## config.mk

```make
export PLATFORM = sky130hd
export DESIGN_NAME = timing_check_monitor
export DESIGN_NICKNAME = d
export VERILOG_FILES = /design/src/rtl/timing_check_monitor.sv
export SDC_FILE = /design/constraint.sdc
export NUM_CORES = 1
export LEC_CHECK = 0
export BUFFER_PORTS_ARGS = -buffer_cell sky130_fd_sc_hd__buf_4
export CAP_MARGIN = 20
export CELL_PAD_IN_SITES_DETAIL_PLACEMENT = 1
export CELL_PAD_IN_SITES_GLOBAL_PLACEMENT = 1
export CORE_ASPECT_RATIO = 1.1
export CORE_MARGIN = 4
export CORE_UTILIZATION = 44
export DETAILED_ROUTE_END_ITERATION = 7
export GPL_ROUTABILITY_DRIVEN = 0
export PLACE_DENSITY_LB_ADDON = 0.1
export SYNTH_ARGS = -nofsm -noshare
export SYNTH_HDL_FRONTEND = slang
export SYNTH_SLANG_ARGS = --single-unit
```

## constraint.sdc

```tcl
create_clock -name clk -period 1.88 [get_ports clk]
set_input_delay 0.564 -clock clk [delete_from_list [all_inputs] [get_ports clk]]
set_output_delay 0.564 -clock clk [all_outputs]
set_load 0.02 [all_outputs]
```

## src/rtl/timing_check_monitor.sv

```systemverilog
// Setup/hold/min-width checker for NCH data channels against one monitored clock,
// all sampled on clk, with per-channel saturating violation counters for readout.
module timing_check_monitor #(
   parameter int NCH       = 4,
   parameter int AGE_W     = 8,
   parameter int SETUP     = 3,
   parameter int HOLD      = 2,
   parameter int MIN_WIDTH = 4,
   parameter int EDGE      = 0,
   parameter int VCNT_W    = 8,
   parameter int SEL_W     = 2
) (
   input  logic              clk,
   input  logic              rst,
   input  logic              check_en,
   input  logic              mon_clk,
   input  logic [NCH-1:0]    mon_data,
   output logic [NCH-1:0]    setup_viol,
   output logic [NCH-1:0]    hold_viol,
   output logic              width_viol,
   output logic              notifier,
   input  logic [SEL_W-1:0]  cnt_sel,
   input  logic              cnt_clr,
   output logic [VCNT_W-1:0] cnt_rdata
);

   typedef logic [AGE_W-1:0]  age_t;
   typedef logic [VCNT_W-1:0] cnt_t;

   localparam age_t AGE_MAX = '1;
   localparam cnt_t CNT_MAX = '1;

   // Age is zero on the event tick, otherwise counts up and sticks at AGE_MAX.
   function automatic age_t age_step(input logic hit, input age_t age);
      if (hit) return '0;
      if (age == AGE_MAX) return AGE_MAX;
      return age + age_t'(1);
   endfunction

   logic           primed;
   logic           clk_s, clk_p, en_s;
   logic [NCH-1:0] data_s, data_p;
   age_t           data_age [NCH];
   age_t           edge_age, level_age;
   cnt_t           cnt [NCH];

   logic           act, tog, width_d;
   logic [NCH-1:0] chg, setup_d, hold_d, inc, clr_hit;
   age_t           data_age_now [NCH];
   age_t           edge_age_now, level_age_now, level_elapsed;

   // NOTE: every always_comb target gets a default first so no latch can be inferred.
   always_comb begin
      setup_d = '0;
      hold_d  = '0;
      tog     = primed & (clk_s ^ clk_p);
      chg     = primed ? (data_s ^ data_p) : '0;
      if (EDGE == 0)      act = primed & clk_s & ~clk_p;
      else if (EDGE == 1) act = primed & ~clk_s & clk_p;
      else                act = tog;

      edge_age_now  = age_step(act, edge_age);
      level_age_now = age_step(tog, level_age);
      // Width is judged on the elapsed level time, i.e. the age before it restarts.
      level_elapsed = age_step(1'b0, level_age);
      width_d = en_s && (MIN_WIDTH > 0) && tog && (int'(level_elapsed) < MIN_WIDTH);

      for (int i = 0; i < NCH; i++) begin
         data_age_now[i] = age_step(chg[i], data_age[i]);
         setup_d[i] = en_s && (SETUP > 0) && act && (int'(data_age_now[i]) < SETUP);
         hold_d[i]  = en_s && (HOLD > 0) && chg[i] && (edge_age_now != '0)
                      && (int'(edge_age_now) <= HOLD);
      end
   end

   // NOTE: sequential state uses non-blocking assignments so all registers see pre-edge values.
   always_ff @(posedge clk or negedge rst) begin
      if (!rst) begin
         primed     <= 1'b0;
         clk_s      <= 1'b0;
         clk_p      <= 1'b0;
         en_s       <= 1'b0;
         data_s     <= '0;
         data_p     <= '0;
         edge_age   <= AGE_MAX;
         level_age  <= AGE_MAX;
         setup_viol <= '0;
         hold_viol  <= '0;
         width_viol <= 1'b0;
         notifier   <= 1'b0;
         for (int i = 0; i < NCH; i++) data_age[i] <= AGE_MAX;
      end else begin
         primed <= 1'b1;
         clk_s  <= mon_clk;
         data_s <= mon_data;
         en_s   <= check_en;
         // The priming edge loads both stages so a high mon_clk is not seen as an edge.
         clk_p  <= primed ? clk_s : mon_clk;
         data_p <= primed ? data_s : mon_data;

         edge_age  <= edge_age_now;
         level_age <= level_age_now;
         for (int i = 0; i < NCH; i++) data_age[i] <= data_age_now[i];

         setup_viol <= setup_d;
         hold_viol  <= hold_d;
         width_viol <= width_d;
         if ((|setup_viol) || (|hold_viol) || width_viol) notifier <= ~notifier;
      end
   end

   always_comb begin
      inc       = setup_viol | hold_viol;
      clr_hit   = '0;
      cnt_rdata = '0;
      // Selects with no matching channel read 0 and clear nothing.
      for (int i = 0; i < NCH; i++) begin
         if (cnt_sel == SEL_W'(i)) begin
            clr_hit[i] = cnt_clr;
            cnt_rdata  = cnt[i];
         end
      end
   end

   // NOTE: the counter array is reset explicitly because readout must return 0 after reset.
   always_ff @(posedge clk or negedge rst) begin
      if (!rst) begin
         for (int i = 0; i < NCH; i++) cnt[i] <= '0;
      end else begin
         for (int i = 0; i < NCH; i++) begin
            if (clr_hit[i])                       cnt[i] <= inc[i] ? cnt_t'(1) : '0;
            else if (inc[i] && cnt[i] != CNT_MAX) cnt[i] <= cnt[i] + cnt_t'(1);
         end
      end
   end

endmodule

```

-- Word-level counts from Yosys, hierarchy flattened
Cells that the tools add are included.
- add/sub/neg operators: 10
- $mul: 0
- divide/modulo/power cells: 0
- magnitude comparators: 6
- equal/unequal tests: 13
- shift operators: 0
- mux-type cells: 67
- bitwise logic cells: 8
- reductions and logical operators: 33
- operators by type and width (cell ; count):
    $mux 8 ; 38
    $add 8x1->8 const B ; 10
    $eq 8x8->1 const B ; 6
    $lt 8x2->1 const B ; 4
    $ne 8x8->1 const B ; 4
    $mux 1 ; 27
    $logic_and 1x1->1 ; 23
    $le 8x2->1 const B ; 1
    $lt 8x3->1 const B ; 1
    $mux 4 ; 2
    $reduce_bool 2->1 ; 4
    $reduce_bool 8->1 ; 1
    $reduce_or 4->1 ; 2
    $eq 2x2->1 const B ; 2
    $or 4x4->4 ; 1
    $xor 4x4->4 ; 1
    $and 1x1->1 ; 3
    $eq 2x1->1 const B ; 1
    $logic_not 2->1 ; 1
    $logic_or 1x1->1 ; 2
    $not 1->1 ; 2
    $xor 1x1->1 ; 1
- flip-flop bits (word level): 102
- bits in latches: 0
- RAM bits: 0
- memory bits (read-only): 0
- output and inout port bits: 18
- memories: 0

-- Logic depth before layout (Yosys ltp)
Gate-level depths: netlist of the first run.
- depth in word-level cells: 9
- mapped depth: 7

-- Least setup slack after synthesis of the first run
No wires, ideal clock.
- kind: input -> output
- from: in cnt_sel[0]
- to: out cnt_rdata[0]
- arrival time: 1411 ps
- path slack: -95 ps
- cell stages on the path: 2
- buffers on the path: 1
- path through: buf_2 mux4_2
- longest elaborated chain between the ends: 5
- RTL lines (element ; line ; text):
    start: declaration ; 22 ; input logic [SEL_W-1:0] cnt_sel,
    $logic_not 2->1 ; 118 ; if (cnt_sel == SEL_W'(i)) begin
    $mux 8 (3 in series) ; 118 ;
    $mux 8 * ; 118 ;
    end: declaration ; 24 ; output logic [VCNT_W-1:0] cnt_rdata
Mark *: on every way between the ends. The rest lies on a longest branch, timed or not.

-- Final worst setup path of the first run
- from: reg cnt[18] in the netlist's numbering
- to: out cnt_rdata[2]
- longest elaborated chain between the ends: 3
- RTL lines (element ; line ; text):
    start: declaration ; 45 ; cnt_t cnt [NCH];
    start signal: indexed assignment ; 131 ; if (clr_hit[i]) cnt[i] <= inc[i] ? cnt_t'(1) : '0;
    $mux 8 (3 in series) ; 118 ;
No other way between the ends.

==> out/results.tsv, run 1 <==
stage	metric	value	unit
cells_and_area	fin_util	0.563	
clock_tree	cts-root-buf	clkbuf_16	
die	ios	29	
power_and_ir_drop	vdd_drop_max	0.629	mV
timing	setup-violations-final	8	
place	hpwlAfterDp	9.28	mm
timing	min_period	1.97	ns
die	row_count	41	
logic_synthesis	synth_edf_count	0	
cells_and_area	antennaDiodeCount	0	
cells_and_area	nNetsFinal	621	
logic_synthesis	synth_common_cells	54 x dfrtp_1, 51 x nor2_1, 48 x dfstp_2	
route	routed.top_layer	met4	
timing	drv_slew	0	
route	drcViolationCount	0	
clock_tree	cts_inserted_buffers	9	
critical_path	start_kind	register	
logic_synthesis	syn_area	5310	um2
cells_and_area	drive_gt1_frac	0.322	
power_and_ir_drop	powerDensity	1040	nW/um2
timing	hold_violations	0	
route	wl_per_cell	17.5	um
clock_tree	htree_levels	3	
global_routing	grt-ovfl-total	0	
logic_synthesis	ys.flop_type	dfrtp_1	
run_status	violations	setup timing	
critical_path	critPathKind	reg2out	
power_and_ir_drop	power	6.81	mW
die	coreArea	11600	um2
route	viasPerCell	5.66	
cells_and_area	areaGrowthSynthToFinish	23.4	%
global_routing	antenna_found_initial	0	
die	fp.dieW	113	um
logic_synthesis	synth_most_common_cell	dfrtp_1	
clock_tree	cts_sinks	102	
logic_synthesis	syn_area_per_cell	10.3	um2
logic_synthesis	synth_top_area_share	0.255	
clock_tree	cts_tree	yes	
run_status	status	finished with violations	
route	vias	4271	
route	wirelength	13.2	mm
die	dieArea	13900	um2
global_routing	grt_pass1_vias	4384	
timing	post-route-period-util	1.05	
route	first_pass_iters	4	
critical_path	cp_max_fo	2	
power_and_ir_drop	leakage	2.72	nW
route	wl_met3	308	um
logic_synthesis	synthesis.nets	535	
logic_synthesis	yosys-top-cells-area	dfrtp_1 25%, dfstp_2 24%, a21oi_1 3.8%	
logic_synthesis	yosysWarningCount	0	
clock_tree	clkLatencyLatePin	0.35	ns
logic_synthesis	synth_area_leader_cell	dfrtp_1	
critical_path	crit_arrival	1.41	ns
die	die_y	123	um
logic_synthesis	ys_seq_area_frac	0.492	
global_routing	track_usage	0.196	
flow_run	cap_violations	0	
clock_tree	cts_hold_buf	0	
global_routing	grt_pass1_wl	21.7	mm
min_path	min-delay-path-class	in2async	
critical_path	regToRegStartpoint	data_age[17]$_DFF_PN1_	
route	ant_nets	0	
critical_path	worstPathRequired	1.32	ns
place	port_buffers	28	
timing	finalWorstSetupSlack	-0.0894	ns
timing	rsz0062_at_grt	yes	
global_routing	grt_max_degree	41	
logic_synthesis	async_reset_ff_frac	1.00	
critical_path	regToRegEndpoint	setup_viol[1]$_DFF_PN0_	
timing	fmax	508	MHz
critical_path	reg2regPathDepth	6	
route	dr_wl_met2	6.84	mm
critical_path	r2r_slack	0.05	ns
logic_synthesis	syn_inst	514	
critical_path	critPathCaptureType	primary output	
route	first_iter_violations	200	
clock_tree	cts_max_path_buffers	2	
route	met1_length	5.79	mm
die	initial_core_util	0.456	
timing	fin_skew	0.00640	ns
logic_synthesis	synth_cell_types	59	
logic_synthesis	synth_seq_cells	102	
clock_tree	cts.clk_slew.worst_paths	0.07	ns
timing	tns	-0.643	ns
==> cells by family after synthesis <==
logic type	Yosys count	share of synthesized area
mux	19	0.0556
flops	102	0.492
other cells	1	0.000706
xor+xnor	44	0.0726
buf+inv	28	0.0212
simple gates	210	0.207
compound gates	100	0.127
fa+ha+maj	10	0.0236
==> timing repair <==
item | in CTS | in global routing
pin swaps | 0 | 10
buffers inserted | 25 | 10
gates resized for setup | 19 | 14
gates cloned | 0 | 1
setup endpoints to repair | 8 | 24
==> flip-flops by register name, indices dropped and copies added (netlist names), 4 cells and up <==
register / cells
setup_viol: 4
level_age: 8
hold_viol: 4
data_p: 4
data_s: 4
data_age: 32
cnt: 32
edge_age: 8
==> critical path: stages, from the launching register on <==
cell and delay (ns):
dfrtp_2 0.44, mux4_2 0.47, buf_6 0.15
==> placed cells by master (no fill, tap or decap), types with 8 or more instances in the layout <==
| master | Yosys | final |
|---|---|---|
| buf_4 | 0 | 76 |
| nor2_1 | 51 | 50 |
| dfstp_2 | 48 | 48 |
| dfrtp_1 | 54 | 44 |
| a21oi_1 | 40 | 40 |
| nand2_1 | 34 | 34 |
| nand3_1 | 32 | 31 |
| xnor2_1 | 22 | 22 |
| xor2_1 | 22 | 21 |
| and3_1 | 18 | 18 |
| nor3_1 | 19 | 18 |
| inv_1 | 15 | 15 |
| o21ai_0 | 14 | 14 |
| nand4_1 | 11 | 11 |
| a31oi_1 | 10 | 10 |
| dfrtp_2 | 0 | 10 |
| clkbuf_16 | 0 | 9 |
| buf_6 | 0 | 9 |
| mux4_2 | 8 | 8 |
==> power by group <==
group,total (mW),switching (mW),internal (mW)
clock network,1.83,0.790,1.04
logic,1.88,0.943,0.939
registers,3.09,0.385,2.71
==> stage by stage <==
step | std cells | hold WS [ns] | area (um2) | setup slack, ns
3_3_place_gp | 703 | 0.435 | 5860 | -0.110
6_report | 755 | 0.0561 | 6550 | -0.0894
2_1_floorplan | 514 | 0.268 | 5320 | 0.0387
5_1_grt | 755 | 0.0537 | 6550 | -0.127
3_5_place_dp | 703 | 0.434 | 5860 | -0.132
4_1_cts | 744 | 0.0547 | 6390 | -0.110
==> how the worst max path moves through the flow <==
stage	from	endpoint	slack, ns	cells past startpoint
final	cnt[18]$_DFFE_PN0P_	cnt_rdata[2]	-0.09	2
after global routing	cnt[15]$_DFFE_PN0P_	cnt_rdata[7]	-0.13	2
after CTS	cnt[20]$_DFFE_PN0P_	cnt_rdata[4]	-0.11	2
after detailed placement	cnt_sel[0]	cnt_rdata[7]	-0.13	3
after global placement	cnt_sel[0]	cnt_rdata[7]	-0.11	3
after floorplan	cnt_sel[0]	cnt_rdata[0]	0.04	2
==> metal layers <==
| metal | up-vias | track usage |
|---|---|---|
| met3 | 20 | 0.0308 |
| met2 | 48 | 0.344 |
| li1 | 2052 | - |
| met1 | 2151 | 0.242 |
| met4 | 0 | 0.0804 |
| met5 | - | 0 |
==> area by class of cell <==
| class | instances | area [um2] |
|---|---|---|
| clock buffer | 14 | 284 |
| clock inverter | 2 | 13.8 |
| fill | 1291 | 5090 |
| inverter | 15 | 56.3 |
| multi-input combinational | 385 | 2670 |
| sequential | 102 | 2630 |
| tap | 150 | 188 |
| timing repair buffer | 87 | 712 |
Note: power is estimated with default switching activity, not from simulation.
==> run 2, diff against run 1 <==
PLACE_DENSITY = 0.75   (was not set)
PLACE_DENSITY_LB_ADDON = not set   (was 0.1)
==> out/results.tsv, run 2 (synthesis results as in run 1) <==
stage	metric	value	unit	change
clock_tree	cts_inserted_buffers	9		unchanged
cells_and_area	antennaDiodeCount	0		unchanged
clock_tree	cts_max_path_buffers	2		unchanged
die	coreArea	11600	um2	unchanged
clock_tree	cts-root-buf	clkbuf_16		
die	initial_core_util	0.456		unchanged
clock_tree	clkLatencyLatePin	0.35	ns	about the same
power_and_ir_drop	powerDensity	1050	nW/um2	+0.60%
route	wirelength	13.7	mm	+4.0%
critical_path	regToRegEndpoint	cnt[15]$_DFFE_PN0P_		
global_routing	grt_max_degree	47		+15%
power_and_ir_drop	vdd_drop_max	0.655	mV	+4.2%
critical_path	worstPathRequired	1.32	ns	about the same
route	first_iter_violations	281		+41%
global_routing	track_usage	0.205		+0.00873
critical_path	crit_arrival	1.43	ns	+0.02 ns
cells_and_area	top_regs	cnt (32), data_age (32)		
global_routing	antenna_found_initial	0		unchanged
place	hpwlAfterDp	9.41	mm	+1.5%
cells_and_area	final_cells	746		-1.2%
clock_tree	cts.clk_slew.worst_paths	0.07	ns	about the same
timing	min_period	1.99	ns	+0.0226 ns
critical_path	crit_end	cnt_rdata[3]		
critical_path	cp_max_fo	5		+3
place	dp.cells	699		-0.57%
timing	rsz0062_at_grt	yes		
critical_path	reg2regPathDepth	8		+2
place	port_buffers	28		unchanged
die	dieArea	13900	um2	unchanged
route	viasPerCell	5.82		+2.8%
timing	setup-violations-final	8		unchanged
flow_run	cap_violations	0		unchanged
run_status	status	finished with violations		
route	wl_per_cell	18.4	um	+5.3%
global_routing	grt_pass1_vias	4588		+4.7%
die	row_count	41		unchanged
route	ant_nets	0		unchanged
critical_path	regToRegStartpoint	cnt[8]$_DFFE_PN0P_		
cells_and_area	layout_commonest_cell	buf_4		
clock_tree	cts_hold_buf	0		unchanged
cells_and_area	areaGrowthSynthToFinish	21.7	%	
clock_tree	cts_sinks	102		unchanged
clock_tree	cts_tree	yes		
die	die_y	123	um	unchanged
timing	fin_skew	0.00745	ns	+0.00105 ns
min_path	min-delay-path-class	in2async		
route	vias	4340		+1.6%
power_and_ir_drop	leakage	2.65	nW	-2.5%
die	ios	29		unchanged
route	drcViolationCount	0		unchanged
route	first_pass_iters	4		unchanged
cells_and_area	final_cell_mix	67 x buf_4, 51 x nor2_1, 48 x dfstp_2, 41 x dfrtp_1, 40 x a21oi_1		
cells_and_area	drive_gt1_frac	0.310		-0.0119
place	place_area	5830	um2	-0.51%
global_routing	grt-ovfl-total	0		unchanged
timing	finalWorstSetupSlack	-0.112	ns	-0.0226 ns
critical_path	r2r_slack	0.05	ns	about the same
clock_tree	htree_levels	3		unchanged
timing	hold_violations	0		unchanged
critical_path	start_kind	register		
die	fp.dieW	113	um	unchanged
critical_path	critPathCaptureType	primary output		
timing	post-route-period-util	1.06		+0.0120
global_routing	grt_pass1_wl	22.7	mm	+4.9%
critical_path	startpoint	cnt[3]$_DFFE_PN0P_		
critical_path	critPathKind	reg2out		
timing	whs	0.117	ns	+0.0606 ns
cells_and_area	final_area	6460	um2	-1.4%
timing	fmax	502	MHz	-1.1%
cells_and_area	nNetsFinal	612		-1.4%
timing	drv_slew	0		unchanged
run_status	violations	setup timing		
==> run 2: cell count changes in the layout (fill, tap and decap cells not counted), moves of 2 or more <==
cell,change
dfrtp_2,+3
clkbuf_1,+4
clkbuf_8,-3
dfrtp_1,-3
and3_1,-2
buf_4,-9
and3_2,+2
==> run 2: worst min path at each step <==
stage / startpoint / endpoint
global placement: rst / cnt[28]$_DFFE_PN0P_
detailed placement: rst / cnt[29]$_DFFE_PN0P_
global route: rst / cnt[29]$_DFFE_PN0P_
finish: rst / cnt[29]$_DFFE_PN0P_
CTS: rst / cnt[29]$_DFFE_PN0P_
floorplan: rst / clk_p$_DFF_PN0_
==> run 2: critical path, stage by stage (launching register included) <==
cell     delay, ns
dfrtp_1       0.44
mux4_2        0.50
buf_6         0.15
==> run 2: routing by layer <==
metal | track usage | up-vias | wire length [um]
met5 | 0 | - | 0
met4 | 0.0841 | 0 | 334
met2 | 0.371 | 67 | 7340
met1 | 0.240 | 2227 | 5740
li1 | - | 2021 | -
met3 | 0.0352 | 25 | 318
==> run 2: cell type report <==
| type | instances | area [um2] |
|---|---|---|
| Timing Repair Buffer | 78 | 644 |
| Clock buffer | 15 | 258 |
| Tap cell | 150 | 188 |
| Sequential cell | 102 | 2630 |
| Multi-Input combinational cell | 385 | 2680 |
| Clock inverter | 1 | 6.26 |
| Fill cell | 1288 | 5190 |
| Inverter | 15 | 56.3 |
==> run 2: power by group <==
part	switching (mW)	internal, mW
registers	0.403	2.71
clock network	0.803	0.940
logic	0.966	0.930
==> run 2: stage by stage <==
step / setup WS [ns] / TNS, ns / util / total power [mW]
2_1_floorplan: 0.0387 / 0 / - / 4.16
3_3_place_gp: -0.117 / -0.922 / 0.500 / 4.67
3_5_place_dp: -0.133 / -1.04 / 0.500 / 4.77
4_1_cts: -0.122 / -0.741 / 0.539 / 6.66
5_1_grt: -0.149 / -0.975 / 0.555 / 7.18
6_report: -0.112 / -0.643 / 0.555 / 6.75
==> run 2: timing repair <==
action,in CTS,in global routing
setup buffers,19,11
gates resized for setup,19,17
endpoints found under the setup margin,9,32
pin swaps,0,3
gates cloned,0,1
==> run 3, diff against run 2 <==
--- a/config.mk
+++ b/config.mk
@@ -6,4 +6,5 @@
 export NUM_CORES = 1
 export LEC_CHECK = 0
+export ABC_AREA = 1
 export BUFFER_PORTS_ARGS = -buffer_cell sky130_fd_sc_hd__buf_4
 export CAP_MARGIN = 20
@@ -12,8 +13,9 @@
 export CORE_ASPECT_RATIO = 1.1
 export CORE_MARGIN = 4
-export CORE_UTILIZATION = 44
+export CORE_UTILIZATION = 41
 export DETAILED_ROUTE_END_ITERATION = 7
 export GPL_ROUTABILITY_DRIVEN = 0
 export PLACE_DENSITY = 0.75
+export SETUP_SLACK_MARGIN = 0.4
 export SYNTH_ARGS = -nofsm -noshare
 export SYNTH_HDL_FRONTEND = slang
==> constraint.sdc (replaced) <==
create_clock -name clk -period 1.88 [get_ports clk]
set_input_delay 0.188 -clock clk [delete_from_list [all_inputs] [get_ports clk]]
set_output_delay 0.188 -clock clk [all_outputs]
set_load 0.02 [all_outputs]
==> out/results.tsv, run 3 <==
stage	metric	value	unit	change
place	port_buffers	28		unchanged
logic_synthesis	ys_seq_area_frac	0.469		-0.0232
cells_and_area	top_regs	cnt (32), data_age (32)		
timing	tns	0	ns	+0.643 ns
route	ant_nets	0		unchanged
min_path	min-delay-path-class	in2async		
global_routing	grt_pass1_vias	5865		+28%
critical_path	r2r_slack	0.14	ns	+0.09 ns
clock_tree	clkLatencyLatePin	0.36	ns	about the same
die	die_y	130	um	+5.7%
timing	drv_slew	0		unchanged
logic_synthesis	synth_area_leader_cell	dfrtp_1		
run_status	status	completed		
global_routing	grt_pass1_wl	28.9	mm	+27%
cells_and_area	nNetsFinal	885		+45%
flow_run	cap_violations	0		unchanged
clock_tree	cts-root-buf	clkbuf_16		
timing	maxSlewHeadroom	0.659		
critical_path	startpoint	cnt[8]$_DFFE_PN0P_		
critical_path	critPathKind	reg2reg		
critical_path	crit_end	cnt[11]$_DFFE_PN0P_		
logic_synthesis	yosysWarningCount	0		unchanged
clock_tree	cts_inserted_buffers	9		unchanged
timing	min_period	1.74	ns	-0.255 ns
global_routing	grt_max_degree	59		+26%
cells_and_area	nFillCells	1547		+20%
die	row_count	44		+7.3%
timing	fmax	576	MHz	+15%
timing	fin_skew	0.0104	ns	+0.00299 ns
route	vias	5578		+29%
critical_path	path_buf_inv	1		unchanged
logic_synthesis	synth_common_cells	163 x nand2_1, 130 x inv_1, 78 x nor2_1		
cells_and_area	regArea	2620	um2	-0.38%
logic_synthesis	async_reset_ff_frac	1.00		unchanged
place	hpwlAfterDp	10.9	mm	+16%
critical_path	cp_max_fo	4		-1
logic_synthesis	synth_most_common_cell	nand2_1		
global_routing	antenna_found_initial	0		unchanged
route	first_iter_violations	260		-7.5%
logic_synthesis	synth_seq_cells	102		unchanged
cells_and_area	layout_commonest_cell	nand2_1		
critical_path	worstPathRequired	2.14	ns	+0.82 ns
clock_tree	cts_max_path_buffers	2		unchanged
route	drcViolationCount	0		unchanged
clock_tree	cts.clk_slew.worst_paths	0.08	ns	about the same
cells_and_area	areaGrowthSynthToFinish	44.5	%	
critical_path	start_kind	register		
timing	rsz0062_at_grt	yes		
timing	post-route-period-util	0.924		-0.136
critical_path	crit_arrival	2.00	ns	+0.57 ns
logic_synthesis	synth_top_area_share	0.243		-0.0120
die	ios	29		unchanged
global_routing	track_usage	0.233		+0.0282
clock_tree	cts_tree	yes		
logic_synthesis	synth_edf_count	0		unchanged
timing	hold_violations	0		unchanged
critical_path	critPathCaptureType	register		
critical_path	slowest_delay	0.46	ns	-0.04 ns
clock_tree	htree_levels	3		unchanged
logic_synthesis	yosys-top-cells-area	dfrtp_1 24%, dfstp_2 23%, nand2_1 11%		
logic_synthesis	synth_cell_types	35		-41%
critical_path	reg2regPathDepth	8		unchanged
route	first_pass_iters	4		unchanged
logic_synthesis	ys.flop_type	dfrtp_1		
logic_synthesis	syn_inst	725		+41%
route	viasPerCell	5.30		-8.9%
critical_path	regToRegEndpoint	cnt[11]$_DFFE_PN0P_		
logic_synthesis	synthesis.nets	746		+39%
cells_and_area	antennaDiodeCount	0		unchanged
power_and_ir_drop	vdd_drop_max	0.620	mV	-5.3%
timing	worst-slew-pin-transition	0.510	ns	
die	coreArea	13300	um2	+14%
route	wirelength	20.2	mm	+47%
timing	setup-violations-final	0		-8
critical_path	regToRegStartpoint	cnt[8]$_DFFE_PN0P_		
die	fp.dieW	119	um	+5.7%
critical_path	path_cells	ha_4 -> nand2_4 -> nor2_4 -> nand4_1 -> nand2_4 -> buf_4 -> o21ai_2 -> nor3b_2		
cells_and_area	multi_input_area	3310	um2	+24%
power_and_ir_drop	power	8.50	mW	+26%
die	initial_core_util	0.420		-0.0360
logic_synthesis	syn_area	5570	um2	+4.9%
critical_path	critPathTopFamily	simple AND/OR/NAND/NOR gates		
global_routing	grt-ovfl-total	0		unchanged
logic_synthesis	syn_area_per_cell	7.68	um2	-26%
critical_path	cp_slowest_cell	dfrtp_2		
die	dieArea	15500	um2	+12%
route	wl_per_cell	19.2	um	+4.3%
critical_path	crit_top_cell	nand2_4		
clock_tree	cts_sinks	102		unchanged
power_and_ir_drop	leakage	3.84	nW	+45%
power_and_ir_drop	powerDensity	1060	nW/um2	+0.94%
critical_path	crit_cells	8		+6
cells_and_area	final_cell_mix	132 x nand2_1, 109 x inv_1, 105 x buf_4, 50 x nor2_1, 49 x dfrtp_1		
cells_and_area	drive_gt1_frac	0.433		+0.122
==> run 3: layer usage <==
layer | up-vias | GRT usage | share of wire
li1 | 2597 | - | -
met5 | - | 0 | 0
met4 | 0 | 0.0873 | 0.047
met1 | 2792 | 0.248 | 0.38
met3 | 66 | 0.0277 | 0.026
met2 | 123 | 0.467 | 0.55
==> run 3: cell type report <==
class                           instances  share of cell area
Clock buffer                           10              0.0297
Multi-Input combinational cell        489               0.411
Timing Repair Buffer                  129               0.135
Clock inverter                          6             0.00855
Inverter                              133              0.0626
Tap cell                              184              0.0286
Sequential cell                       102               0.325
==> run 3: cells by family (layout without fill, tap and decap cells) <==
family,count (synthesis),count (layout),synth area share
AOI/OAI and AO/OA,88,88,0.0887
xor gates and xnor gates,18,18,0.0283
adders and majority gates,10,10,0.0225
buffers and inverters,135,278,0.0923
DFF,102,102,0.469
muxes,4,4,0.00808
other,1,1,0.000673
and+or+nand+nor,367,368,0.291
==> run 3: how the worst min path moves through the flow <==
stage / start / endpoint / slack [ns] / cells after the start
2_1_floorplan: rst / clk_p$_DFF_PN0_ / -0.11 / 0
3_3_place_gp: rst / cnt[30]$_DFFE_PN0P_ / 0.07 / 1
3_5_place_dp: rst / cnt[30]$_DFFE_PN0P_ / 0.07 / 1
4_1_cts: rst / cnt[30]$_DFFE_PN0P_ / 0.24 / 2
5_1_grt: rst / cnt[21]$_DFFE_PN0P_ / 0.25 / 2
6_report: rst / cnt[21]$_DFFE_PN0P_ / 0.24 / 2
==> run 3: metrics by stage <==
step | area, um2 | std cells | setup WS, ns | hold WS [ns] | util
after floorplan | 5630 | 725 | 0.362 | -0.108 | -
after global placement | 6120 | 940 | 0.255 | 0.0674 | 0.461
after detailed placement | 6120 | 940 | 0.166 | 0.0707 | 0.461
after CTS | 7350 | 1020 | 0.256 | 0.236 | 0.554
after global routing | 8050 | 1053 | 0.0853 | 0.246 | 0.607
final | 8050 | 1053 | 0.143 | 0.237 | 0.607
==> run 3: power by group <==
part | total, mW | internal, mW | switching, mW
Clock | 1.99 | 1.08 | 0.907
Combinational | 3.27 | 1.51 | 1.76
Sequential | 3.24 | 2.73 | 0.508
Total | 8.50 | 5.32 | 3.18
==> run 3: timing repair <==
item / 4_1_cts / 5_1_grt
hold buffers: 7 / 0
setup buffers: 56 / 33
pin swaps: 50 / 56
endpoints found under the hold margin: 39 / 0
endpoints found under the setup margin: 56 / 68
cloned: 1 / 0
gates resized for setup: 120 / 127
